$ cat src/rtl/move_pkg.sv
// -----------------------------------------------------------------------------
// move_pkg: shared direction/state encodings for the move permit arbiter. Rev 1.0
// -----------------------------------------------------------------------------
`default_nettype none

package move_pkg;

  localparam int unsigned DENY_CNT_W = 8;

  typedef enum logic [1:0] {
    DIR_UP    = 2'd0,
    DIR_DOWN  = 2'd1,
    DIR_LEFT  = 2'd2,
    DIR_RIGHT = 2'd3
  } dir_e;

  typedef enum logic [1:0] {
    IDLE = 2'd0,
    EVAL = 2'd1,
    RESP = 2'd2,
    COOL = 2'd3
  } arb_state_e;

endpackage : move_pkg

`default_nettype wire

$ cat src/rtl/grid_and_reduce.sv
// -----------------------------------------------------------------------------
// grid_and_reduce: registered AND-reduction of one direction's obj & wall grid. Rev 1.0
// -----------------------------------------------------------------------------
`default_nettype none

module grid_and_reduce
  import move_pkg::*;
#(
  parameter int unsigned WIDTH = 24
) (
  input  logic             clk,
  input  logic             rst_n,
  input  logic [WIDTH-1:0] obj_en,
  input  logic [WIDTH-1:0] wall_en,
  output logic             permit
);

  always_ff @(posedge clk or negedge rst_n) begin
    if (!rst_n) begin
      permit <= 1'b0;
    end else begin
      permit <= &(obj_en & wall_en);
    end
  end

endmodule : grid_and_reduce

`default_nettype wire

$ cat src/rtl/move_permit_arbiter.sv
// -----------------------------------------------------------------------------
// move_permit_arbiter: per-direction move permits plus request/grant FSM with cooldown.
// Optional deny counters under MOVE_PERMIT_DENY_CNT_EN. Rev 1.0
// -----------------------------------------------------------------------------
`default_nettype none

module move_permit_arbiter
  import move_pkg::*;
#(
  parameter int unsigned ROWS     = 4,
  parameter int unsigned COLS     = 6,
  parameter int unsigned DIRS     = 4,
  parameter int unsigned COOLDOWN = 3
) (
  input  logic                       clk,
  input  logic                       rst_n,
  input  logic [DIRS*ROWS*COLS-1:0]  obj_en_i,
  input  logic [DIRS*ROWS*COLS-1:0]  wall_en_i,
  input  logic                       req_valid_i,
  input  logic [1:0]                 req_dir_i,
  output logic                       req_ready_o,
  output logic                       grant_valid_o,
  output logic [1:0]                 grant_dir_o,
  output logic                       grant_ok_o,
  output logic [DIRS-1:0]            permit_o,
  output logic                       busy_o,
  input  logic                       deny_clr_i,
  output logic [DIRS*DENY_CNT_W-1:0] deny_cnt_o
);

  localparam int unsigned CELLS = ROWS * COLS;
  localparam int unsigned CNT_W = (COOLDOWN > 0) ? $clog2(COOLDOWN + 1) : 1;
  localparam logic [CNT_W-1:0] COOL_LOAD = (COOLDOWN > 0) ? CNT_W'(COOLDOWN - 1) : '0;

  logic [DIRS-1:0]  permit_q;
  logic [3:0]       permit_ext;
  arb_state_e       state;
  dir_e             dir_q;
  logic             ok_q;
  logic [CNT_W-1:0] cool_cnt;
  logic             grant_valid_q;
  logic [1:0]       grant_dir_q;
  logic             grant_ok_q;

  generate
    for (genvar d = 0; d < DIRS; d++) begin : g_dir
      grid_and_reduce #(
        .WIDTH (CELLS)
      ) u_reduce (
        .clk     (clk),
        .rst_n   (rst_n),
        .obj_en  (obj_en_i[d*CELLS +: CELLS]),
        .wall_en (wall_en_i[d*CELLS +: CELLS]),
        .permit  (permit_q[d])
      );
    end
  endgenerate

  // Unused upper directions read as 0 so an out-of-range request is denied.
  always_comb begin
    permit_ext           = '0;
    permit_ext[DIRS-1:0] = permit_q;
  end

  always_ff @(posedge clk or negedge rst_n) begin
    if (!rst_n) begin
      state         <= IDLE;
      dir_q         <= DIR_UP;
      ok_q          <= 1'b0;
      cool_cnt      <= '0;
      grant_valid_q <= 1'b0;
      grant_dir_q   <= 2'd0;
      grant_ok_q    <= 1'b0;
    end else begin
      grant_valid_q <= 1'b0;
      grant_dir_q   <= 2'd0;
      grant_ok_q    <= 1'b0;
      case (state)
        IDLE: begin
          if (req_valid_i) begin
            dir_q <= dir_e'(req_dir_i);
            state <= EVAL;
          end
        end
        EVAL: begin
          ok_q          <= permit_ext[dir_q];
          grant_valid_q <= 1'b1;
          grant_dir_q   <= dir_q;
          grant_ok_q    <= permit_ext[dir_q];
          state         <= RESP;
        end
        RESP: begin
          if (ok_q && (COOLDOWN > 0)) begin
            cool_cnt <= COOL_LOAD;
            state    <= COOL;
          end else begin
            state <= IDLE;
          end
        end
        COOL: begin
          if (cool_cnt == '0) begin
            state <= IDLE;
          end else begin
            cool_cnt <= cool_cnt - CNT_W'(1);
          end
        end
        default: state <= IDLE;
      endcase
    end
  end

  // Gated by rst_n so the handshake stays quiet while reset is held.
  assign req_ready_o   = rst_n && (state == IDLE);
  assign busy_o        = (state != IDLE);
  assign grant_valid_o = grant_valid_q;
  assign grant_dir_o   = grant_dir_q;
  assign grant_ok_o    = grant_ok_q;
  assign permit_o      = permit_q;

`ifdef MOVE_PERMIT_DENY_CNT_EN
  generate
    for (genvar d = 0; d < DIRS; d++) begin : g_deny
      logic [DENY_CNT_W-1:0] cnt_q;
      logic                  hit;

      assign hit = (state == RESP) && !ok_q && (dir_q == dir_e'(d));

      always_ff @(posedge clk or negedge rst_n) begin
        if (!rst_n) begin
          cnt_q <= '0;
        end else if (deny_clr_i) begin
          cnt_q <= '0;
        end else if (hit && (cnt_q != '1)) begin
          cnt_q <= cnt_q + DENY_CNT_W'(1);
        end
      end

      assign deny_cnt_o[d*DENY_CNT_W +: DENY_CNT_W] = cnt_q;
    end
  endgenerate
`else
  logic unused_deny_clr;
  assign unused_deny_clr = deny_clr_i;
  assign deny_cnt_o      = '0;
`endif

endmodule : move_permit_arbiter

`default_nettype wire
$ cat config.mk
export PLATFORM = sky130hd
export DESIGN_NAME = move_permit_arbiter
export DESIGN_NICKNAME = d
export VERILOG_FILES = /design/src/rtl/move_pkg.sv /design/src/rtl/grid_and_reduce.sv /design/src/rtl/move_permit_arbiter.sv
export SDC_FILE = /design/constraint.sdc
export NUM_CORES = 1
export LEC_CHECK = 0
export ABC_AREA = 1
export CAP_MARGIN = 20
export CORE_AREA = 2 2 94 96
export DETAILED_ROUTE_END_ITERATION = 8
export DIE_AREA = 0 0 96 98
export PLACE_DENSITY_LB_ADDON = 0.12
export SLEW_MARGIN = 25
export SYNTH_ARGS = -nofsm -noshare
export SYNTH_HDL_FRONTEND = slang
export SYNTH_SLANG_ARGS = --single-unit
$ cat constraint.sdc
create_clock -name clk -period 0.93 [get_ports clk]
set_input_delay 0.093 -clock clk [delete_from_list [all_inputs] [get_ports clk]]
set_output_delay 0.093 -clock clk [all_outputs]
set_load 0.01 [all_outputs]
==> key figures, run 1 <==
Global routing
  – First-pass GRT wire length: around 9.6 mm
  – GRT overflow: 0
  – Pin count of the biggest net entering global routing: 16
  – Antenna violations before repair: 0
  – Gr usage total: 0.1273
  – Number of global-route vias before repair: 2189

Floorplan
  – Die area: 9408 sq um
  – Ports: 240
  – Row cnt: 34
  – DIE HEIGHT: 98 um
  – Core ar.: 8466 sq um
  – Die width: between 90 and 100 um
  – Initial core utilization: 0.1720

Yosys
  – Post-synthesis sequential element count: 15
  – YS warnings: 0
  – Cell taking the most area after synthesis: dfrtp_1
  – Synth cell types: 14
  – Syn Std Cell Area: around 1500 sq um
  – Synth Instances: 248
  – Syn avg cell area: roughly 5.9 sq um
  – Synth top area share: 0.2577
  – Seq/Total Area, Yosys: 0.2577
  – Synth area leaders: dfrtp_1 (26%), nand2_1 (25%), buf_4 (19%)

Finish
  – Core Util, Final: 0.4503
  – Cell area after layout: 3812 sq um
  – Most frequent cells in the layout: clkdlybuf4s50_1 (112), nand2_1 (95), dlymetal6s2s_1 (84)
  – Final net count: 662
  – Fill cell count: just under 900
  – Area growth from synthesis to layout: 161.8%
  – Layout cells sized above 1: 0.09740
  – Commonest non-fill, non-tap cell in the layout: clkdlybuf4s50_1
  – Diode count: 0

Route
  – Post-route DRC: 0
  – Via count: 2156
  – WL/cell: ~12 um
  – Post-DRT Antenna Nets: 0
  – DRT iter0 DRCs: 35
  – First-pass iteration count of the detailed router: 4
  – Vias per cell: about 3.8
  – Final wirelength: 6.623 mm

Clock tree
  – Clk sink count: 15
  – Cts hold-fix bufs: 0
  – CTS H-tree depth: 1
  – CTS Root Cell: clkbuf_8
  – CTS buffer count: 3
  – Maximum root-to-sink buffer count: 2
  – CTS tree: yes
  – Clk Latency, worst-skew pair: about 240 ps
  – Register clock-pin slew on the reported worst setup and hold paths: 60 ps

Pwr
  – Power Density: 879.5 nW/um^2
  – Clock network power share: 0.155
  – NetSw: 1056 uW
  – Comb pwr share: 0.565
  – Leak: 0.002280 uW
  – Fraction of power spent switching nets: 0.3150
  – Reg power frac: 0.280
  – Max VDD drop: 0.0005609 V
  – Int Pwr: 2297 uW

STA
  – Max-slew violations: 0
  – Worst Skew: approximately 1.8 ps
  – Final period util: 1.184
  – Setup_tns: -699.5 ps
  – Min Tclk post-route: about 1100 ps
  – Final Setup Violations: 8
  – Unrepaired setup endpoints after global routing: yes
  – Setup WS post-layout: -170.7 ps
  – Hold Vio Cnt, Final: 0
  – Fmax: 908.5 MHz

Placement
  – Post-Place Setup Slack: -413.4 ps
  – GP Congestion: 0.7453
  – DP HPWL: 5.853 mm
  – PortBufs: 206
  – Area after DPL: 3562 sq um

Critical path
  – Worst-path maximum fanout: 2
  – Critical path class: reg2out
  – CP endpoint kind: output port
  – Worst Path Required: 840 ps
  – Worst EP arrival: 1010 ps
  – Critical Path Start Type: register

Run
  – Max_cap viols: 0

Worst hold path
  – Worst Hold Class: in2async

Run status
  – Violated checks: setup timing
  – Status: complete, but fails checks
[logic make-up after synthesis]
| group | synth area share |
|---|---|
| other | 0.002575 |
| DFF | 0.2577 |
| adders and majority gates | 0.008590 |
| AOI/OAI and AO/OA | 0.02577 |
| buffers and inverters | 0.2139 |
| and+or+nand+nor | 0.4914 |
[repair_timing]
item | in CTS | in global routing
resized for setup | 39 | 103
endpoints found under the setup margin | 21 | 19
gates cloned | 0 | 0
pin swaps | 2 | 88
buffers inserted | 0 | 1
[critical path: stages, from the launching register on]
cell	delay [ps]
dfrtp_1	390
nor2_2	120
inv_1	50
nor2_1	80
buf_2	130
[state kept, by name (all words and copies together) (netlist names)]
signal                 flops
cool_cnt                   2
grant_valid_o              1
ok_q                       1
g_dir.u_reduce.permit      4
dir_q                      2
grant_ok_o                 1
grant_dir_o                2
state                      2
[area by class of cell]
class / count / area [sq um] / share of cell area
Clock buffer: 4 / 45.04 / 0.01181
Inverter: 11 / 41.29 / 0.01083
Multi-Input combinational cell: 217 / 925.9 / 0.2429
Sequential cell: 15 / 375.4 / 0.09846
Tap cell: 108 / 135.1 / 0.03544
Timing Repair Buffer: 215 / 2290 / 0.6006
[per-stage QoR]
step / cells / power, uW / hold slack, ps
floorplan: 279 / 1671 / -202.6
global placement: 565 / 2854 / 470.6
detailed placement: 565 / 2879 / 465.7
CTS: 569 / 3376 / 213.0
global route: 570 / 3662 / 220.2
finish: 570 / 3353 / 200.8
[layer usage]
metal	global-route usage	part of all wire	wire, um	vias up
met5	0	0	0	-
met4	0.02747	0.013	84	0
met3	0.02932	0.10	686	6
met2	0.2596	0.55	3636	118
met1	0.1241	0.33	2216	896
li1	-	-	-	1136
[power groups by stage]
stage	Sequential [uW]	Clock (uW)	Combinational (uW)
2_1_floorplan	978	0	692
3_3_place_gp	936	0	1920
3_5_place_dp	939	0	1940
4_1_cts	932	539	1900
5_1_grt	965	583	2110
6_report	940	519	1890
[worst paths after layout]
path | to | depth (start not counted) | slack, ps | start
worst min-delay path | state[0] | 2 | 200 | rst_n
worst max register to register | cool_cnt[1] | 6 | -130 | cool_cnt[0]
min in group clk | g_dir[0].u_reduce.permit | 7 | 270 | wall_en_i[12]
max in group asynchronous | dir_q[1] | 2 | 550 | rst_n
worst min register to register | ok_q | 2 | 490 | ok_q
worst max-delay path | req_ready_o | 4 | -170 | state[1]
[cells in the mapped netlist]
| master | n |
|---|---|
| nand4_1 | 16 |
| nor2_1 | 62 |
| inv_1 | 11 |
| ha_1 | 1 |
| o21ai_0 | 3 |
| nand3b_1 | 1 |
| buf_4 | 36 |
| nand3_1 | 1 |
| nor2_2 | 1 |
| a22oi_2 | 1 |
| nand2_1 | 97 |
| dfrtp_1 | 15 |
| conb_1 | 1 |
| a21oi_1 | 2 |
Power figures use the tool's default switching activity.
==> run 2, diff against run 1 <==
--- a/config.mk
+++ b/config.mk
@@ -11,6 +11,7 @@
 export DETAILED_ROUTE_END_ITERATION = 8
 export DIE_AREA = 0 0 96 98
 export PLACE_DENSITY_LB_ADDON = 0.12
+export SKIP_CTS_REPAIR_TIMING = 1
 export SLEW_MARGIN = 25
 export SYNTH_ARGS = -nofsm -noshare
 export SYNTH_HDL_FRONTEND = slang
==> run 2 against run 1 <==
The run still ends with setup timing left. Combinational power is 4% higher. Global-route usage down 0.079 points. Sequential power about the same. Power rose by 1.9%. Final area is 1.3% higher. Count of clock-buffer cells in the layout unchanged. Setup slack got worse by 1.7 ps. Fmax fell by 0.16%. Largest cell class unchanged.
==> key figures, run 2 (same netlist as run 1, synthesis figures left out) <==
Run status
  – Status: complete, but fails checks
  – Violated checks: setup timing

Finish
  – Fill cell count: 865 (-0.92%)
  – Multi-input logic area: 928.4 sq um (+0.27%)
  – Top reg by flops: g_dir.u_reduce.permit
  – Most frequent cells in the layout: clkdlybuf4s50_1 (112), nand2_1 (94), dlymetal6s2s_1 (90)
  – FF/Latch Area: 375.4 sq um (unchanged)
  – Cell area after layout: 3862 sq um (+1.3%)
  – Post-route insts no fill: 570 (unchanged)
  – Diode count: 0 (unchanged)
  – Final net count: 662 (unchanged)
  – Commonest non-fill, non-tap cell in the layout: clkdlybuf4s50_1
  – Max reg flops: 4 (unchanged)
  – Layout cells sized above 1: 0.08658 (-0.01082)
  – Area growth from synthesis to layout: 165.2%

Floorplan
  – Row cnt: 34 (unchanged)
  – Die width: 96 um (unchanged)
  – Initial core utilization: 0.1720 (unchanged)
  – DIE HEIGHT: 98 um (unchanged)
  – Die area: 9408 sq um (unchanged)
  – Ports: 240 (unchanged)
  – Core ar.: 8466 sq um (unchanged)

STA
  – Worst Skew: 1.207 ps (-0.6061 ps)
  – Max-slew violations: 0 (unchanged)
  – Setup WS post-layout: -172.4 ps (-1.726 ps)
  – Setup_tns: -687.1 ps (+12.44 ps)
  – Hold Vio Cnt, Final: 0 (unchanged)
  – Fmax: 907.1 MHz (-0.16%)
  – Final Setup Violations: 8 (unchanged)
  – WHS: 200.6 ps (-0.2150 ps)
  – Unrepaired setup endpoints after global routing: yes
  – Final period util: 1.185 (+0.001856)
  – Min Tclk post-route: 1102 ps (+1.726 ps)

Placement
  – PortBufs: 206 (unchanged)
  – Area after DPL: 3562 sq um (unchanged)
  – DP HPWL: 5.853 mm (unchanged)
  – GP Congestion: 0.7453 (unchanged)
  – Post-placement cell count: 565 (unchanged)

Route
  – DRT iter0 DRCs: 32 (-8.6%)
  – Final wirelength: 6.626 mm (about the same)
  – Vias per cell: 3.782 (unchanged)
  – Post-DRT Antenna Nets: 0 (unchanged)
  – Via count: 2156 (unchanged)
  – WL/cell: 11.62 um (about the same)
  – Post-route DRC: 0 (unchanged)
  – First-pass iteration count of the detailed router: 4 (unchanged)

Clock tree
  – Clk sink count: 15 (unchanged)
  – Register clock-pin slew on the reported worst setup and hold paths: 60 ps (about the same)
  – Clk Latency, worst-skew pair: 240 ps (about the same)
  – CTS H-tree depth: 1 (unchanged)
  – CTS tree: yes
  – Maximum root-to-sink buffer count: 2 (unchanged)
  – CTS buffer count: 3 (unchanged)
  – CTS Root Cell: clkbuf_8

Global routing
  – Gr usage total: 0.1266 (-0.0007851)
  – GRT overflow: 0 (unchanged)
  – Gr busiest metal: met2
  – Antenna violations before repair: 0 (unchanged)
  – Number of global-route vias before repair: 2178 (-0.50%)
  – Pin count of the biggest net entering global routing: 16 (unchanged)
  – Met2 GRT Util: 0.2580 (-0.001603)
  – Met3 usage: 0.02932 (unchanged)
  – First-pass GRT wire length: 9.522 mm (-0.65%)
  – Met1 Track Usage GR: 0.1232 (-0.0009474)

Critical path
  – Critical path buffer and inverter count: 2 (unchanged)
  – Worst EP arrival: 1010 ps (about the same)
  – Worst path max stage delay: 390 ps (about the same)
  – FF-to-FF Start: cool_cnt[1]
  – Ordered cell list for the critical path: nor2_2, inv_1, nor2_1, buf_2
  – Critical Path Start Type: register
  – Worst path slowest cell: dfrtp_1
  – Worst Path Required: 840 ps (about the same)
  – Critical Path Start: state[1]
  – Worst-path maximum fanout: 2 (unchanged)
  – Critical path class: reg2out
  – CP delay by family, top: flip-flops
  – CP endpoint kind: output port

Pwr
  – Max VDD drop: 0.0005654 V (+0.81%)
  – Leak: 0.002373 uW (+4.1%)
  – Power Density: 885.0 nW/um^2 (+0.62%)
  – Pwr Total: 3418 uW (+1.9%)

Worst hold path
  – Worst Hold Class: in2async

Run
  – Max_cap viols: 0 (unchanged)
[run 2: layout make-up]
type | count | share of cell area
repair buffers | 215 | 0.6045
multi-input cells | 217 | 0.2404
flip-flops and latches | 15 | 0.09718
well taps | 108 | 0.03499
clock buffers | 4 | 0.01166
inverters | 11 | 0.01134
[run 2: worst reg2reg max path: stages, from the launching register on]
cell and delay [ps]:
dfrtp_1 330, inv_2 40, ha_2 160, nand3b_1 190, nand2_2 110, inv_2 50, a22oi_2 100
[run 2: final timing paths]
check | to | slack, ps | cells past startpoint
max | req_ready_o | -170 | 4
min | grant_dir_o[1] | 200 | 2
max reg2reg | cool_cnt[1] | -140 | 6
min reg2reg | ok_q | 500 | 2
max in group asynchronous | grant_valid_o | 550 | 2
min in group clk | g_dir[0].u_reduce.permit | 270 | 7
[run 2: layer usage]
layer  wire length (um)  vias to the layer above
li1                   -                     1137
met1               2237                      899
met2               3661                      116
met3                672                        4
met4                 55                        0
met5                  0                        -
[run 2: metrics by stage]
step | worst slack (ps) | util
2_1_floorplan | -49.25 | -
3_3_place_gp | -400.1 | 0.4208
3_5_place_dp | -413.4 | 0.4208
4_1_cts | -609.3 | 0.4261
5_1_grt | -256.5 | 0.4563
6_report | -172.4 | 0.4563
[run 2: power by group]
part           switching (uW)  total, uW  internal [uW]  leakage [uW]
Clock                     215        518            303     0.0000228
Combinational             766       1960           1190       0.00216
Sequential               88.9        940            851      0.000193
